==> config.mk <==
export PLATFORM = sky130hd
export DESIGN_NAME = servo_mmio_ctrl
export DESIGN_NICKNAME = d
export VERILOG_FILES = /design/src/rtl/servo_mmio_pkg.sv /design/src/rtl/servo_mmio_ctrl_debouncer.sv /design/src/rtl/servo_mmio_ctrl.sv
export SDC_FILE = /design/constraint.sdc
export NUM_CORES = 1
export LEC_CHECK = 0
export ABC_CLOCK_PERIOD_IN_PS = 8700
export CAP_MARGIN = 20
export CORE_MARGIN = 3
export CORE_UTILIZATION = 50
export DETAILED_ROUTE_END_ITERATION = 10
export PLACE_DENSITY = 0.82
export SETUP_SLACK_MARGIN = 0.05
export SYNTH_ARGS = -nofsm -noshare
export SYNTH_HDL_FRONTEND = slang
export SYNTH_SLANG_ARGS = --single-unit
==> constraint.sdc <==
create_clock -name clock -period 8.7 [get_ports clock]
set_clock_uncertainty 0.05 [all_clocks]
set_input_delay 1.74 -clock clock [delete_from_list [all_inputs] [get_ports clock]]
set_output_delay 1.74 -clock clock [all_outputs]
set_load 0.03 [all_outputs]
==> src/rtl/servo_mmio_pkg.sv <==
// Shared definitions for the servo MMIO controller: register word addresses
// and the ramp FSM state type.
package servo_mmio_pkg;

    localparam logic [11:0] ADDR_BTN  = 12'd7;
    localparam logic [11:0] ADDR_DUTY = 12'd11;
    localparam logic [11:0] ADDR_STEP = 12'd12;
    localparam logic [11:0] ADDR_STAT = 12'd13;

    typedef enum logic {
        IDLE = 1'b0,
        RAMP = 1'b1
    } ramp_state_t;

endpackage

==> src/rtl/servo_mmio_ctrl_debouncer.sv <==
// Push-button conditioning: 2-flop synchroniser, stability counter that
// must see DEBOUNCE_CYCLES consecutive differing samples before the
// debounced level follows, and a rising-edge pulse on acceptance.
module button_debouncer #(
    parameter int unsigned DEBOUNCE_CYCLES = 500_000
) (
    input  logic clock,
    input  logic reset,
    input  logic btn_raw,
    output logic level,
    output logic rise
);

    localparam int unsigned CNT_W = $clog2(DEBOUNCE_CYCLES + 1);

    logic             sync1;
    logic             sync2;
    logic [CNT_W-1:0] cnt;
    logic             accept;

    assign accept = (sync2 != level) && (cnt == CNT_W'(DEBOUNCE_CYCLES - 1));
    assign rise   = accept && sync2;

    // Bring the asynchronous button into the clock domain
    always_ff @(posedge clock or posedge reset) begin
        if (reset) begin
            sync1 <= 1'b0;
            sync2 <= 1'b0;
        end else begin
            sync1 <= btn_raw;
            sync2 <= sync1;
        end
    end

    // Count consecutive samples that differ from the level; any return resets
    always_ff @(posedge clock or posedge reset) begin
        if (reset) begin
            cnt   <= '0;
            level <= 1'b0;
        end else if (sync2 == level) begin
            cnt <= '0;
        end else if (accept) begin
            cnt   <= '0;
            level <= sync2;
        end else begin
            cnt <= cnt + CNT_W'(1);
        end
    end

endmodule

==> src/rtl/servo_mmio_ctrl.sv <==
// Memory-mapped servo/button peripheral: address decode, read mux over RAM
// data, tick generator, and a duty-cycle ramp toward a written target.
module servo_mmio_ctrl
    import servo_mmio_pkg::*;
#(
    parameter int unsigned CLK_HZ          = 50_000_000,
    parameter int unsigned TICK_HZ         = 50,
    parameter int unsigned DEBOUNCE_CYCLES = 500_000,
    parameter int unsigned DUTY_W          = 10,
    parameter int unsigned DUTY_RESET      = 0
) (
    input  logic              clock,
    input  logic              reset,
    input  logic [11:0]       mem_addr,
    input  logic              mem_wren,
    input  logic [31:0]       mem_data_in,
    input  logic [31:0]       ram_q,
    output logic [31:0]       mem_q,
    input  logic              btn_raw,
    output logic [DUTY_W-1:0] duty_out,
    output logic              busy
);

    localparam int unsigned TICK_DIV = CLK_HZ / TICK_HZ;
    localparam int unsigned TICK_W   = (TICK_DIV > 1) ? $clog2(TICK_DIV) : 1;
    localparam logic [DUTY_W-1:0] DUTY_INIT = DUTY_W'(DUTY_RESET);

    ramp_state_t       state, state_nxt;
    logic [TICK_W-1:0] tick_cnt;
    logic              tick;
    logic [DUTY_W-1:0] target, step, duty_nxt;
    logic [DUTY_W-1:0] diff, move, toward;
    logic              evt, btn_level, btn_rise;
    logic              wr_duty, wr_step, stat_rd;

    assign wr_duty = mem_wren && (mem_addr == ADDR_DUTY);
    assign wr_step = mem_wren && (mem_addr == ADDR_STEP);
    assign stat_rd = !mem_wren && (mem_addr == ADDR_STAT);
    assign tick    = (tick_cnt == TICK_W'(TICK_DIV - 1));
    assign busy    = (state == RAMP);

    button_debouncer #(.DEBOUNCE_CYCLES(DEBOUNCE_CYCLES)) u_btn (
        .clock   (clock),
        .reset   (reset),
        .btn_raw (btn_raw),
        .level   (btn_level),
        .rise    (btn_rise)
    );

    // Free-running tick divider, one-cycle tick at wrap
    always_ff @(posedge clock or posedge reset) begin
        if (reset)     tick_cnt <= '0;
        else if (tick) tick_cnt <= '0;
        else           tick_cnt <= tick_cnt + TICK_W'(1);
    end

    // Processor-written target and step registers
    always_ff @(posedge clock or posedge reset) begin
        if (reset) begin
            target <= DUTY_INIT;
            step   <= DUTY_W'(1);
        end else begin
            if (wr_duty) target <= mem_data_in[DUTY_W-1:0];
            if (wr_step) step   <= mem_data_in[DUTY_W-1:0];
        end
    end

    // Sticky press event: a new press wins over a simultaneous STAT read
    always_ff @(posedge clock or posedge reset) begin
        if (reset)         evt <= 1'b0;
        else if (btn_rise) evt <= 1'b1;
        else if (stat_rd)  evt <= 1'b0;
    end

    // Ramp FSM state and current duty
    always_ff @(posedge clock or posedge reset) begin
        if (reset) begin
            state    <= IDLE;
            duty_out <= DUTY_INIT;
        end else begin
            state    <= state_nxt;
            duty_out <= duty_nxt;
        end
    end

    // Next duty: clamp the step to the remaining distance so there is no overshoot
    always_comb begin
        state_nxt = state;
        duty_nxt  = duty_out;
        diff      = (target > duty_out) ? (target - duty_out) : (duty_out - target);
        move      = (step < diff) ? step : diff;
        toward    = (target > duty_out) ? (duty_out + move) : (duty_out - move);
        case (state)
            IDLE: begin
                if (target != duty_out) begin
                    if (step == '0) duty_nxt  = target;
                    else            state_nxt = RAMP;
                end
            end
            RAMP: begin
                if (step == '0) begin
                    duty_nxt  = target;
                    state_nxt = IDLE;
                end else if (tick) begin
                    duty_nxt = toward;
                    if (toward == target) state_nxt = IDLE;
                end else if (target == duty_out) begin
                    state_nxt = IDLE;
                end
            end
            default: state_nxt = IDLE;
        endcase
    end

    // Read mux: mapped registers override RAM data
    always_comb begin
        case (mem_addr)
            ADDR_BTN:  mem_q = {31'b0, btn_level};
            ADDR_DUTY: mem_q = 32'(duty_out);
            ADDR_STEP: mem_q = 32'(step);
            ADDR_STAT: mem_q = {30'b0, evt, busy};
            default:   mem_q = ram_q;
        endcase
    end

endmodule
# Word level (Yosys, flattened, before mapping)
# Cells that the tools add are included.
[word_totals]
input_bits = 80
elab_cells = 65
reg_bits = 74
output_inout_bits = 43
[classes]
muxes = 21
bitwise = 2
eq_ne = 14
reduce_logical = 10
n_addsub = 6
magnitude_cmp = 2
[ops]
columns = ["op", "count"]
rows = [
  ["case mux 32 bit (4 select lines)", 1],
  ["two-way mux 10 bit", 7],
  ["two-way mux 19 bit", 2],
  ["== test 12 x 4 -> 1 bit, second input constant", 3],
  ["subtractor 10 bit", 3],
  ["adder 20 x 1 -> 20 bit, second input constant", 1],
  ["== test 10 bit", 2],
  ["== test 20 bit, second input constant", 1],
  ["two-way mux 20 bit", 1],
  ["case mux 10 bit (2 select lines)", 1],
  ["adder 19 x 1 -> 19 bit, second input constant", 1],
  ["== test 19 bit, second input constant", 1],
  ["== test 12 x 3 -> 1 bit, second input constant", 1],
  ["adder 10 bit", 1],
  ["greater-than comparator 10 bit", 1],
  ["logical NOT 10 bit", 1],
  ["less-than comparator 10 bit", 1],
  ["!= test 10 bit", 1],
  ["two-way mux 1 bit", 8],
  ["logical AND 1 bit", 5],
  ["!= test 2 bit, second input constant", 2],
  ["!= test 3 x 1 -> 1 bit, second input constant", 1],
  ["AND reduction 3 bit", 1],
  ["NOT 1 bit", 2],
  ["other kinds (6)", 6],
]

# Longest topological paths before layout
# Gate-level depths: netlist (run 1).
[depth]
depth_word = 11
ltp_mapped = 38
depth_no_buf = 36

# By module
# Synthesis (run 1) repeated with hierarchy kept, for this count alone.
[hier_totals]
cells_unflattened = 654
hier_area_um2 = 5800.6
[by_module_without_submodules]
columns = ["mod", "area_per_inst_um2", "n_inst", "cells_per_inst"]
rows = [
  ["servo_mmio_ctrl", 4715.8, 1, 553],
  ["button_debouncer", 1084.8, 1, 101],
]

# Worst setup path before layout (run 1)
# OpenSTA, ideal clock, no wires.
[synth_path]
kind = "reg2reg"
startpoint = "register duty_out[1]"
endpoint = "register state (netlist: busy)"
n_path_buf = 2
arrival_time_ns = 6.949
period_less_slack_ns = 7.118
t_required_ns = 8.531
path_slack_ns = 1.582
stages_incl_launch_ff = 36
cell_sequence = "dfrtp_1 inv_1 ha_1 nor2b_1 o31a_1 o31a_1 a221oi_2 mux2i_1 a2111oi_2 nand2_1 ha_1 nand4_1 nor2_1 nand2_1 a221o_1 nand2_1 buf_2 buf_2 nand2_1 o21a_1 inv_1 ha_1 a21boi_1 nand2_1 o21ai_0 xnor2_1 ha_1 a21oi_1 a31o_2 a211oi_1 and4_1 a41o_1 a211oi_2 xnor2_1 xor2_1 o21a_1"
[synth_between]
elab_chain_cells = 11
elab_cells_between_ends = 18
classes_between = "add/sub: 4; order compare: 2; eq/ne: 3; mux: 9"
[synth_rtl]
columns = ["item", "line", "text"]
rows = [
  ["start: declaration", "servo_mmio_ctrl.sv:20", "output logic [DUTY_W-1:0] duty_out,"],
  ["start signal: assignment", "servo_mmio_ctrl.sv:82", "duty_out <= duty_nxt;"],
  ["subtractor 10 bit / greater-than comparator 10 bit (equally long branches)", "servo_mmio_ctrl.sv:90, servo_mmio_ctrl.sv:92", ""],
  ["two-way mux 10 bit", "servo_mmio_ctrl.sv:90", "diff = (target > duty_out) ? (target - duty_out) : (duty_out - target);"],
  ["less-than comparator 10 bit", "servo_mmio_ctrl.sv:91", "move = (step < diff) ? step : diff;"],
  ["two-way mux 10 bit", "servo_mmio_ctrl.sv:91", ""],
  ["subtractor 10 bit / adder 10 bit (equally long branches)", "servo_mmio_ctrl.sv:92", "toward = (target > duty_out) ? (duty_out + move) : (duty_out - move);"],
  ["two-way mux 10 bit", "servo_mmio_ctrl.sv:92", ""],
  ["== test 10 bit", "servo_mmio_ctrl.sv:106", "if (toward == target) state_nxt = IDLE;"],
  ["two-way mux 1 bit", "servo_mmio_ctrl.sv:106", ""],
  ["two-way mux 1 bit", "servo_mmio_ctrl.sv:104", "end else if (tick) begin"],
  ["two-way mux 1 bit", "servo_mmio_ctrl.sv:101", "if (step == '0) begin"],
  ["case mux 1 bit (2 select lines) (*)", "servo_mmio_ctrl.sv:93", "case (state)"],
  ["net state_nxt", "servo_mmio_ctrl.sv:28", "ramp_state_t state, state_nxt;"],
  ["end signal: assignment", "servo_mmio_ctrl.sv:81", "state <= state_nxt;"],
  ["end: declaration", "servo_mmio_ctrl.sv:28", ""],
]
# The timed path passes the listed nets; every way through them passes the cells marked *.
# A chain may end at the register's enable or synchronous reset.

# Worst setup path in the final report (run 1)
# Same ends and word-level chain as after synthesis.

==> results of run 1 <==
[sequential cells by signal, summed over array words and instances (netlist names)]
signal	cells
u_btn.sync2	1
target	10
evt	1
tick_cnt	20
u_btn.cnt	19
u_btn.level	1
step	10
busy	1
duty_out	10
u_btn.sync1	1
[cell families (layout without fill, tap and decap cells)]
logic type / count (synthesis) / count (layout)
adder cells (fa/ha/maj): 42 / 42
AND/OR/NAND/NOR: 255 / 255
buffers and inverters: 58 / 162
flip-flops: 74 / 74
multiplexers: 32 / 32
XOR/XNOR: 66 / 66
AO/OA/AOI/OAI: 123 / 123
[final cells by class]
cell class                      count  area, um2
Clock inverter                      6       71.3
Fill cell                         860       3810
Inverter                           41        154
Timing Repair Buffer              105       1040
Sequential cell                    74       1850
Clock buffer                       10        239
Tap cell                          140        175
Multi-Input combinational cell    518       3640
[cell usage after synthesis, types with 10 or more instances]
cell type  number  share of area (%)
xor2_1         31                4.8
mux2_2         21                4.1
nor2_1         76                5.0
nand3_1        22                1.9
o21ai_0        30                2.6
inv_1          41                2.7
dfrtp_1        73                 32
and3_1         12                1.3
clkbuf_1       10               0.66
mux2i_1        10                1.8
a21oi_1        25                2.2
nand2_1        62                4.1
and2_1         23                2.5
xnor2_1        35                5.4
ha_1           39                8.5
o21a_1         10                1.3
[path summary, 6_finish.rpt]
kind	cells after the start	end	start	slack [ns]
setup / recovery	31	busy	duty_out[1]	0.79
hold / removal	0	u_btn.sync2	u_btn.sync1	0.33
setup reg to reg	31	busy	duty_out[1]	0.79
hold reg to reg	0	u_btn.sync2	u_btn.sync1	0.33
max in group asynchronous	3	duty_out[3]	reset	6.01
min in group asynchronous	3	u_btn.cnt[8]	reset	1.97
[worst max-delay path: cells and delay by family, from the launching register on]
| kind | cells | cell delay, ns |
|---|---|---|
| xor+xnor | 3 | 0.56 |
| flops | 1 | 0.56 |
| compound gates | 13 | 3.39 |
| simple gates | 8 | 1.33 |
| buf+inv | 1 | 0.17 |
| mux | 2 | 0.50 |
| fa+ha+maj | 4 | 1.23 |
[through the flow]
stage                     area, um2  hold slack (ns)  power, mW  util [%]  worst slack [ns]
final                          7170            0.335       1.89      65.3             0.794
after global routing           7170            0.345       2.01      65.3             0.334
after CTS                      7170            0.333       1.87      65.3             0.968
after detailed placement       6860            0.302       1.48      62.5              1.01
after global placement         6860            0.302       1.46      62.5              1.15
after floorplan                5720            0.281       1.23         -              1.58
[power breakdown]
| group | switching, mW | internal, mW |
|---|---|---|
| clock network | 0.151 | 0.233 |
| logic | 0.660 | 0.472 |
| registers | 0.0177 | 0.356 |
| total | 0.829 | 1.06 |
[routing by layer]
layer  track usage [%]  share of wire, %  up-vias
met1              32.5                42     2541
met4              5.29               1.6        0
li1                  -                 -     2477
met5                 0                 0        -
met3              4.81               5.6       23
met2              43.4                51      169
==> impl_metrics.env, run 1 <==
export IMPL_synthAdderAreaFrac_pct=9.59
export IMPL_cts_root_buf="clkbuf_16"
export IMPL_grt_first_pass_wirelength_mm=26.0
export IMPL_synth_net_count=772
export IMPL_leakage_nw=3.14
export IMPL_cts_sinks=74
export IMPL_groute_usage_overall_pct=25.0
export IMPL_io_pins=123
export IMPL_die_w_um=113
export IMPL_grt_max_degree=75
export IMPL_tightest_slew_ns=0.959
export IMPL_hold_path_class="flip-flop to flip-flop"
export IMPL_synth_distinct_cells=72
export IMPL_slew_violations=0
export IMPL_area_delta_synth_final_pct=25.4
export IMPL_die_area_um2=12700
export IMPL_dp_hpwl_mm=11.9
export IMPL_ys_async_sr_fraction_pct=100
export IMPL_clk_path_buf_depth=2
export IMPL_core_area_um2=11000
export IMPL_via_per_inst=5.83
export IMPL_relSlewSlack_pct=35.9
export IMPL_period_needed_ns=7.91
export IMPL_htree_num_levels=3
export IMPL_clk_latency_ns=0.33
export IMPL_fmax_mhz=126
export IMPL_ys_seq_elements=74
export IMPL_cp_slowest_cell="dfrtp_1"
export IMPL_peakVddDrop_mv=0.157
export IMPL_synth_area_um2=5720
export IMPL_vias=5210
export IMPL_final_hold_violation_count=0
export IMPL_wl_mm=16.0
export IMPL_start_kind="flip-flop"
export IMPL_drc_errors=0
export IMPL_overflow=0
export IMPL_syn_instance_count=650
export IMPL_crit_type="flip-flop to flip-flop"
export IMPL_finalSetupTns_ns=0
export IMPL_crit_required_ns=8.87
export IMPL_drtIter0Drc=455
export IMPL_grt_pass1_vias=5236
export IMPL_fin_crit_sh_pct=90.9
export IMPL_synth_compound_area_share_pct=15.2
export IMPL_ant_nets=0
export IMPL_wire_per_inst_um=17.9
export IMPL_ctsResizeCount=0
export IMPL_max_stage_delay_ns=0.56
export IMPL_grt_antenna_before_repair=0
export IMPL_avgSynthCellArea_um2=8.79
export IMPL_synthMuxAreaShare_pct=6.28
export IMPL_nets=871
export IMPL_post_cts_setup_buffers=0
export IMPL_yosys_area_share_simple_pct=22.4
export IMPL_fp_row_count=38
export IMPL_hold_buffers=0
export IMPL_max_cap_viol_count=0
export IMPL_layout_drive_gt1_share_pct=8.75
export IMPL_drt_first_pass_iters=8
export IMPL_finalSetupViolCount=0
export IMPL_layout_commonest_cell="clkdlybuf4s50_1"
export IMPL_antenna_cells=0
export IMPL_cp_end_kind="flip-flop"
export IMPL_port_buffers=100
export IMPL_rsz0062_at_grt="no"
export IMPL_synth_xor_area_share_pct=10.1
export IMPL_synth_top_family_by_area="simple AND/OR/NAND/NOR gates"
export IMPL_clk_pin_slew_ns=0.06
export IMPL_final_cell_mix="clkdlybuf4s50_1, nor2_1, dfrtp_1"
export IMPL_ys_flop_type="dfrtp_1"
export IMPL_crit_arrival_ns=8.07
export IMPL_fp_dieH_um=113
export IMPL_synth_edff_count=0
export IMPL_start_util_pct=52.0
export IMPL_cts_tree="done"
export IMPL_power_density_nw_per_um2=264
export IMPL_cts_buffers_inserted=9
export IMPL_ys_seq_area_share_pct=32.4
export IMPL_worst_path_max_fanout=9
export IMPL_fin_cells=894
export IMPL_yosys_warnings=0
export IMPL_dp_cells=878
export IMPL_gp_congestion=0.911
export IMPL_status="finished clean"
No activity file was read; power rests on OpenSTA's default activity.
==> run 2, diff against run 1 <==
- ABC_AREA: unset -> 1
- PLACE_DENSITY: 0.82 -> 0.81
==> run 2 against run 1 <==
Utilization fell by 0.87 points. Register-to-register slack improved by 0.98 ns. Worst hold slack got worse by 0.037 ns. Power fell by 17%. Global-route usage fell by 0.86 points.
==> impl_metrics.env, run 2 <==
export IMPL_seq_power_share_pct=22.8
export IMPL_fp_dieH_um=116
export IMPL_ys_seq_area_share_pct=30.9
export IMPL_yosysTopAreaCellShare_pct=30.4
export IMPL_crit_required_ns=6.91
export IMPL_grt_antenna_before_repair=0
export IMPL_synth_area_leaders="dfrtp_1, inv_1, nand2_1"
export IMPL_htree_num_levels=3
export IMPL_reg_top3="tick_cnt (20), u_btn.cnt (19)"
export IMPL_clk_pin_slew_ns=0.06
export IMPL_peakVddDrop_mv=0.141
export IMPL_io_pins=123
export IMPL_clkPwrFrac_pct=24.9
export IMPL_synth_xor_area_share_pct=6.13
export IMPL_p_int_uw=884
export IMPL_fin_cells=1113
export IMPL_finalSetupViolCount=0
export IMPL_power_density_nw_per_um2=211
export IMPL_cts_root_buf="clkbuf_16"
export IMPL_wl_mm=16.0
export IMPL_wire_per_inst_um=14.3
export IMPL_vias=6032
export IMPL_syn_instance_count=864
export IMPL_tightest_slew_ns=0.954
export IMPL_yosysMostFrequentCell="inv_1"
export IMPL_finalSetupTns_ns=0
export IMPL_via_per_inst=5.42
export IMPL_ant_nets=0
export IMPL_status="finished clean"
export IMPL_ys_async_sr_fraction_pct=100
export IMPL_period_needed_ns=7.43
export IMPL_area_delta_synth_final_pct=24.0
export IMPL_synth_edff_count=0
export IMPL_overflow=0
export IMPL_synth_area_leader_cell="dfrtp_1"
export IMPL_largest_register="tick_cnt"
export IMPL_dp_cells=1097
export IMPL_grt_first_pass_wirelength_mm=25.8
export IMPL_clk_latency_ns=0.34
export IMPL_die_area_um2=13400
export IMPL_fmax_mhz=135
export IMPL_p_sw_share_pct=43.7
export IMPL_core_area_um2=11600
export IMPL_fp_row_count=39
export IMPL_hold_buffers=0
export IMPL_yosys_warnings=0
export IMPL_grt_pass1_vias=5522
export IMPL_ys_flop_type="dfrtp_1"
export IMPL_hold_path_class="flip-flop to flip-flop"
export IMPL_synth_top_family_by_area="simple AND/OR/NAND/NOR gates"
export IMPL_ys_seq_elements=74
export IMPL_clk_path_buf_depth=2
export IMPL_drtIter0Drc=428
export IMPL_crit_arrival_ns=5.64
export IMPL_routed_top_layer="met4"
export IMPL_synthMuxAreaShare_pct=0
export IMPL_avgSynthCellArea_um2=6.95
export IMPL_nets=1087
export IMPL_fin_crit_sh_pct=85.3
export IMPL_rsz0062_at_grt="no"
export IMPL_final_hold_violation_count=0
export IMPL_drc_errors=0
export IMPL_final_area_um2=7450
export IMPL_power_frac_comb_pct=52.2
export IMPL_drt_first_pass_iters=6
export IMPL_synth_distinct_cells=45
export IMPL_synth_compound_area_share_pct=14.1
export IMPL_synth_area_um2=6010
export IMPL_wl_met3_mm=1.39
export IMPL_cts_buffers_inserted=9
export IMPL_die_w_um=116
export IMPL_largest_reg_flops=20
export IMPL_cp_end_kind="output port"
export IMPL_post_cts_setup_buffers=0
export IMPL_synthAdderAreaFrac_pct=9.13
export IMPL_crit_type="primary input to output port"
export IMPL_ctsResizeCount=0
export IMPL_final_cell_mix="inv_1, nand2_1, clkdlybuf4s50_1"
export IMPL_max_cap_viol_count=0
export IMPL_port_buffers=100
export IMPL_worst_path_max_fanout=20
export IMPL_post_dp_cell_area_um2=7140
export IMPL_start_kind="primary input"
export IMPL_relSlewSlack_pct=35.8
export IMPL_groute_usage_overall_pct=24.1
export IMPL_leakage_nw=3.60
export IMPL_cts_tree="done"
export IMPL_yosys_area_share_simple_pct=27.9
export IMPL_dp_hpwl_mm=12.2
export IMPL_r2r_cells=33
export IMPL_synth_commonest_cells="inv_1, nand2_1, nor2_1, dfrtp_1, o21ai_0"
export IMPL_antenna_cells=0
export IMPL_route_met2_wl_mm=7.13
export IMPL_holdPathStages=0
export IMPL_start_util_pct=51.9
export IMPL_power_switching_uw=687
export IMPL_cts_sinks=74
export IMPL_grt_max_degree=75
export IMPL_slew_violations=0
export IMPL_layout_drive_gt1_share_pct=5.67
export IMPL_gp_congestion=0.934
export IMPL_met1_length_mm=7.17
export IMPL_layout_commonest_cell="inv_1"
export IMPL_synth_net_count=986
[run 2: cell types whose count changed in the layout (fill, tap and decap cells not counted), moves of 11 or more]
cell,before,now
a21oi_1,25,48
and2_1,23,0
and3_1,12,1
inv_1,40,166
mux2_2,21,0
nand2_1,62,164
nand2_2,0,14
nand3_1,22,34
nor4_1,3,17
o21ai_0,30,56
xnor2_1,35,10
[run 2: final cells by class]
cell class | instances | area, um2
timing repair buffer | 104 | 1030
clock inverter | 7 | 85.1
tap | 143 | 179
multi-input combinational | 607 | 3440
sequential | 74 | 1850
inverter | 169 | 637
clock buffer | 9 | 225
fill | 1001 | 4120
[run 2: worst max-delay path, stage by stage]
cell	delay, ns
clkdlybuf4s50_1	0.43
nor4_1	0.83
nand2_1	0.19
nor2_1	0.63
inv_1	0.13
nand3_1	0.66
buf_4	0.35
nor2_1	0.07
clkdlybuf4s50_1	0.59
[run 2: path summary, 6_finish.rpt]
check                            start           end  slack (ns)
setup / recovery           mem_addr[7]     mem_q[30]        1.27
hold / removal             u_btn.sync1   u_btn.sync2        0.30
setup reg to reg           duty_out[1]          busy        1.77
hold reg to reg            u_btn.sync1   u_btn.sync2        0.30
max in group asynchronous        reset       step[6]        6.00
min in group asynchronous        reset  tick_cnt[18]        1.96
[run 2: cells by family (layout without fill, tap and decap cells)]
logic type / after synthesis / after routing
adder cells (fa/ha/maj): 42 / 42
buffers and inverters: 183 / 289
XOR/XNOR: 42 / 42
flip-flops: 74 / 74
AO/OA/AOI/OAI: 151 / 151
AND/OR/NAND/NOR: 372 / 372
[run 2: through the flow]
| stage | hold slack (ns) | utilization (%) | power (mW) | worst slack [ns] |
|---|---|---|---|---|
| after floorplan | 0.281 | - | 0.990 | 2.66 |
| after global placement | 0.284 | 61.7 | 1.15 | 1.35 |
| after detailed placement | 0.286 | 61.7 | 1.16 | 1.30 |
| after CTS | 0.300 | 64.4 | 1.56 | 1.29 |
| after global routing | 0.320 | 64.4 | 1.68 | 1.07 |
| final | 0.298 | 64.4 | 1.57 | 1.27 |
[run 2: routing by layer]
layer  GRT usage, %  up-vias
met5              0        -
met2           39.1      256
li1               -     2993
met1           32.6     2752
met3           5.12       31
met4           7.28        0
[run 2: power by group through the flow]
stage / Clock [mW] / Sequential [mW] / Combinational [mW]
floorplan: 0 / 0.366 / 0.624
global placement: 0 / 0.364 / 0.783
detailed placement: 0 / 0.364 / 0.796
CTS: 0.397 / 0.358 / 0.808
global route: 0.414 / 0.359 / 0.905
finish: 0.392 / 0.358 / 0.820
==> run 3, diff against run 2 <==
- CORE_MARGIN: 3 -> 5
- PLACE_DENSITY: 0.81 -> 0.84
==> run 3 against run 2 <==
Design area up 0.20%. Utilization down 1.7 points. Register-to-register slack worse by 0.05 ns. Largest cell class unchanged. Largest power group unchanged. Die area up 7.0%. Combinational power about the same. Worst hold slack about the same. Fmax up 3.1%. Setup slack better by 0.22 ns. Sequential power about the same. Wire length up 4.6%.
==> impl_metrics.env, run 3 (same netlist as run 2, synthesis figures left out) <==
export IMPL_fp_dieH_um=120
export IMPL_drtIter0Drc=444
export IMPL_worstPathCellList="clkdlybuf4s50_1 -> nor4_1 -> nand2_1 -> nor2_1 -> inv_1 -> nand3_1 -> buf_4 -> nor2_1 -> clkdlybuf4s50_1"
export IMPL_grt_antenna_before_repair=0
export IMPL_min_from="u_btn.sync1"
export IMPL_crit_required_ns=6.91
export IMPL_ctsResizeCount=0
export IMPL_via_per_inst=5.50
export IMPL_leakage_nw=3.61
export IMPL_grt_first_pass_wirelength_mm=27.8
export IMPL_gp_congestion=0.970
export IMPL_slew_violations=0
export IMPL_peakVddDrop_mv=0.168
export IMPL_period_needed_ns=7.20
export IMPL_max_cap_viol_count=0
export IMPL_start_kind="primary input"
export IMPL_groute_usage_overall_pct=23.7
export IMPL_r2r_cells=33
export IMPL_start_util_pct=50.4
export IMPL_grt_max_degree=75
export IMPL_status="finished clean"
export IMPL_r2r_end="busy"
export IMPL_cts_tree="done"
export IMPL_rr_startpoint="duty_out[3]"
export IMPL_cts_root_buf="clkbuf_16"
export IMPL_largest_register="tick_cnt"
export IMPL_final_hold_violation_count=0
export IMPL_wire_per_inst_um=14.9
export IMPL_fmax_mhz=139
export IMPL_die_w_um=120
export IMPL_cts_sinks=74
export IMPL_fp_row_count=40
export IMPL_largest_reg_flops=20
export IMPL_layout_commonest_cell="inv_1"
export IMPL_ant_nets=0
export IMPL_core_area_um2=11900
export IMPL_die_area_um2=14300
export IMPL_cp_slowest_cell="nor4_1"
export IMPL_drc_errors=0
export IMPL_hold_end="u_btn.sync2"
export IMPL_fin_cells=1118
export IMPL_fin_crit_sh_pct=82.8
export IMPL_hold_worst_slack_ns=0.298
export IMPL_nets=1088
export IMPL_io_pins=123
export IMPL_nFillCells=1064
export IMPL_finalSetupViolCount=0
export IMPL_dp_hpwl_mm=12.8
export IMPL_power_density_nw_per_um2=211
export IMPL_cts_buffers_inserted=9
export IMPL_htree_num_levels=3
export IMPL_antenna_cells=0
export IMPL_clk_latency_ns=0.34
export IMPL_holdPathStages=0
export IMPL_final_cell_mix="inv_1, nand2_1, clkdlybuf4s50_1"
export IMPL_clk_path_buf_depth=2
export IMPL_worst_slack_ns=1.50
export IMPL_reg_top3="tick_cnt (20), u_btn.cnt (19)"
export IMPL_area_delta_synth_final_pct=24.3
export IMPL_port_buffers=100
export IMPL_rrSetupSlack_ns=1.72
export IMPL_grt_pass1_vias=5854
export IMPL_post_cts_setup_buffers=0
export IMPL_relSlewSlack_pct=38.7
export IMPL_total_power_mw=1.57
export IMPL_overflow=0
export IMPL_worst_path_max_fanout=20
export IMPL_dp_cells=1102
export IMPL_crit_arrival_ns=5.41
export IMPL_clk_pin_slew_ns=0.06
export IMPL_hold_buffers=0
export IMPL_cp_end_kind="output port"
export IMPL_hold_path_class="flip-flop to flip-flop"
export IMPL_max_stage_delay_ns=0.70
export IMPL_pre_cts_ws_ns=1.46
export IMPL_layout_drive_gt1_share_pct=5.77
export IMPL_finalSetupTns_ns=0
export IMPL_drt_first_pass_iters=6
export IMPL_crit_type="primary input to output port"
export IMPL_rsz0062_at_grt="no"
export IMPL_tightest_slew_ns=0.920
export IMPL_wl_mm=16.7
export IMPL_vias=6151
run 3: cell types whose count changed in the layout (fill, tap and decap cells not counted), sizes merged:
cell | before | now
clkinv | 0 | 1
clkbuf | 9 | 11
inv | 173 | 171
buf | 4 | 5
clkinvlp | 2 | 1
run 3: report_power, final:
part	total, mW	switching [mW]	leakage, nW	internal, mW
combinational	0.821	0.513	2.46	0.307
sequential	0.359	0.00966	1.00	0.349
clock	0.394	0.155	0.153	0.239
run 3: critical path, delay by kind of cell:
| family | cells | cell delay (ns) |
|---|---|---|
| buffers and inverters | 4 | 1.46 |
| and+or+nand+nor | 5 | 2.20 |
run 3: per-layer routing:
| layer | vias to the layer above | track usage, % | part of all wire [%] |
|---|---|---|---|
| met5 | - | 0 | 0 |
| met4 | 0 | 11.0 | 3.9 |
| met3 | 53 | 4.24 | 9.5 |
| met2 | 317 | 37.6 | 45 |
| met1 | 2795 | 31.4 | 42 |
| li1 | 2986 | - | - |
run 3: area by class of cell:
type	count	area, um2	share of cell area [%]
clock inverters	5	60.1	0.805
flip-flops and latches	74	1850	24.8
repair buffers	105	1040	13.9
well taps	147	184	2.46
multi-input cells	607	3440	46.1
clock buffers	11	253	3.39
inverters	169	637	8.53
run 3: through the flow:
| step | cell area (um2) | util [%] |
|---|---|---|
| detailed placement | 7150 | 60.0 |
| finish | 7460 | 62.7 |
| global route | 7460 | 62.7 |
| global placement | 7150 | 60.0 |
| floorplan | 6010 | - |
| CTS | 7460 | 62.7 |
run 3: worst max-delay path by stage:
stage / startpoint / endpoint / slack, ns / depth (start not counted)
5_1_grt: mem_addr[9] / mem_q[19] / 1.10 / 9
3_3_place_gp: mem_addr[9] / mem_q[13] / 1.54 / 9
6_report: mem_addr[9] / mem_q[19] / 1.50 / 9
2_1_floorplan: duty_out[1] / busy / 2.66 / 33
3_5_place_dp: mem_addr[9] / mem_q[19] / 1.46 / 9
4_1_cts: mem_addr[9] / mem_q[19] / 1.46 / 9
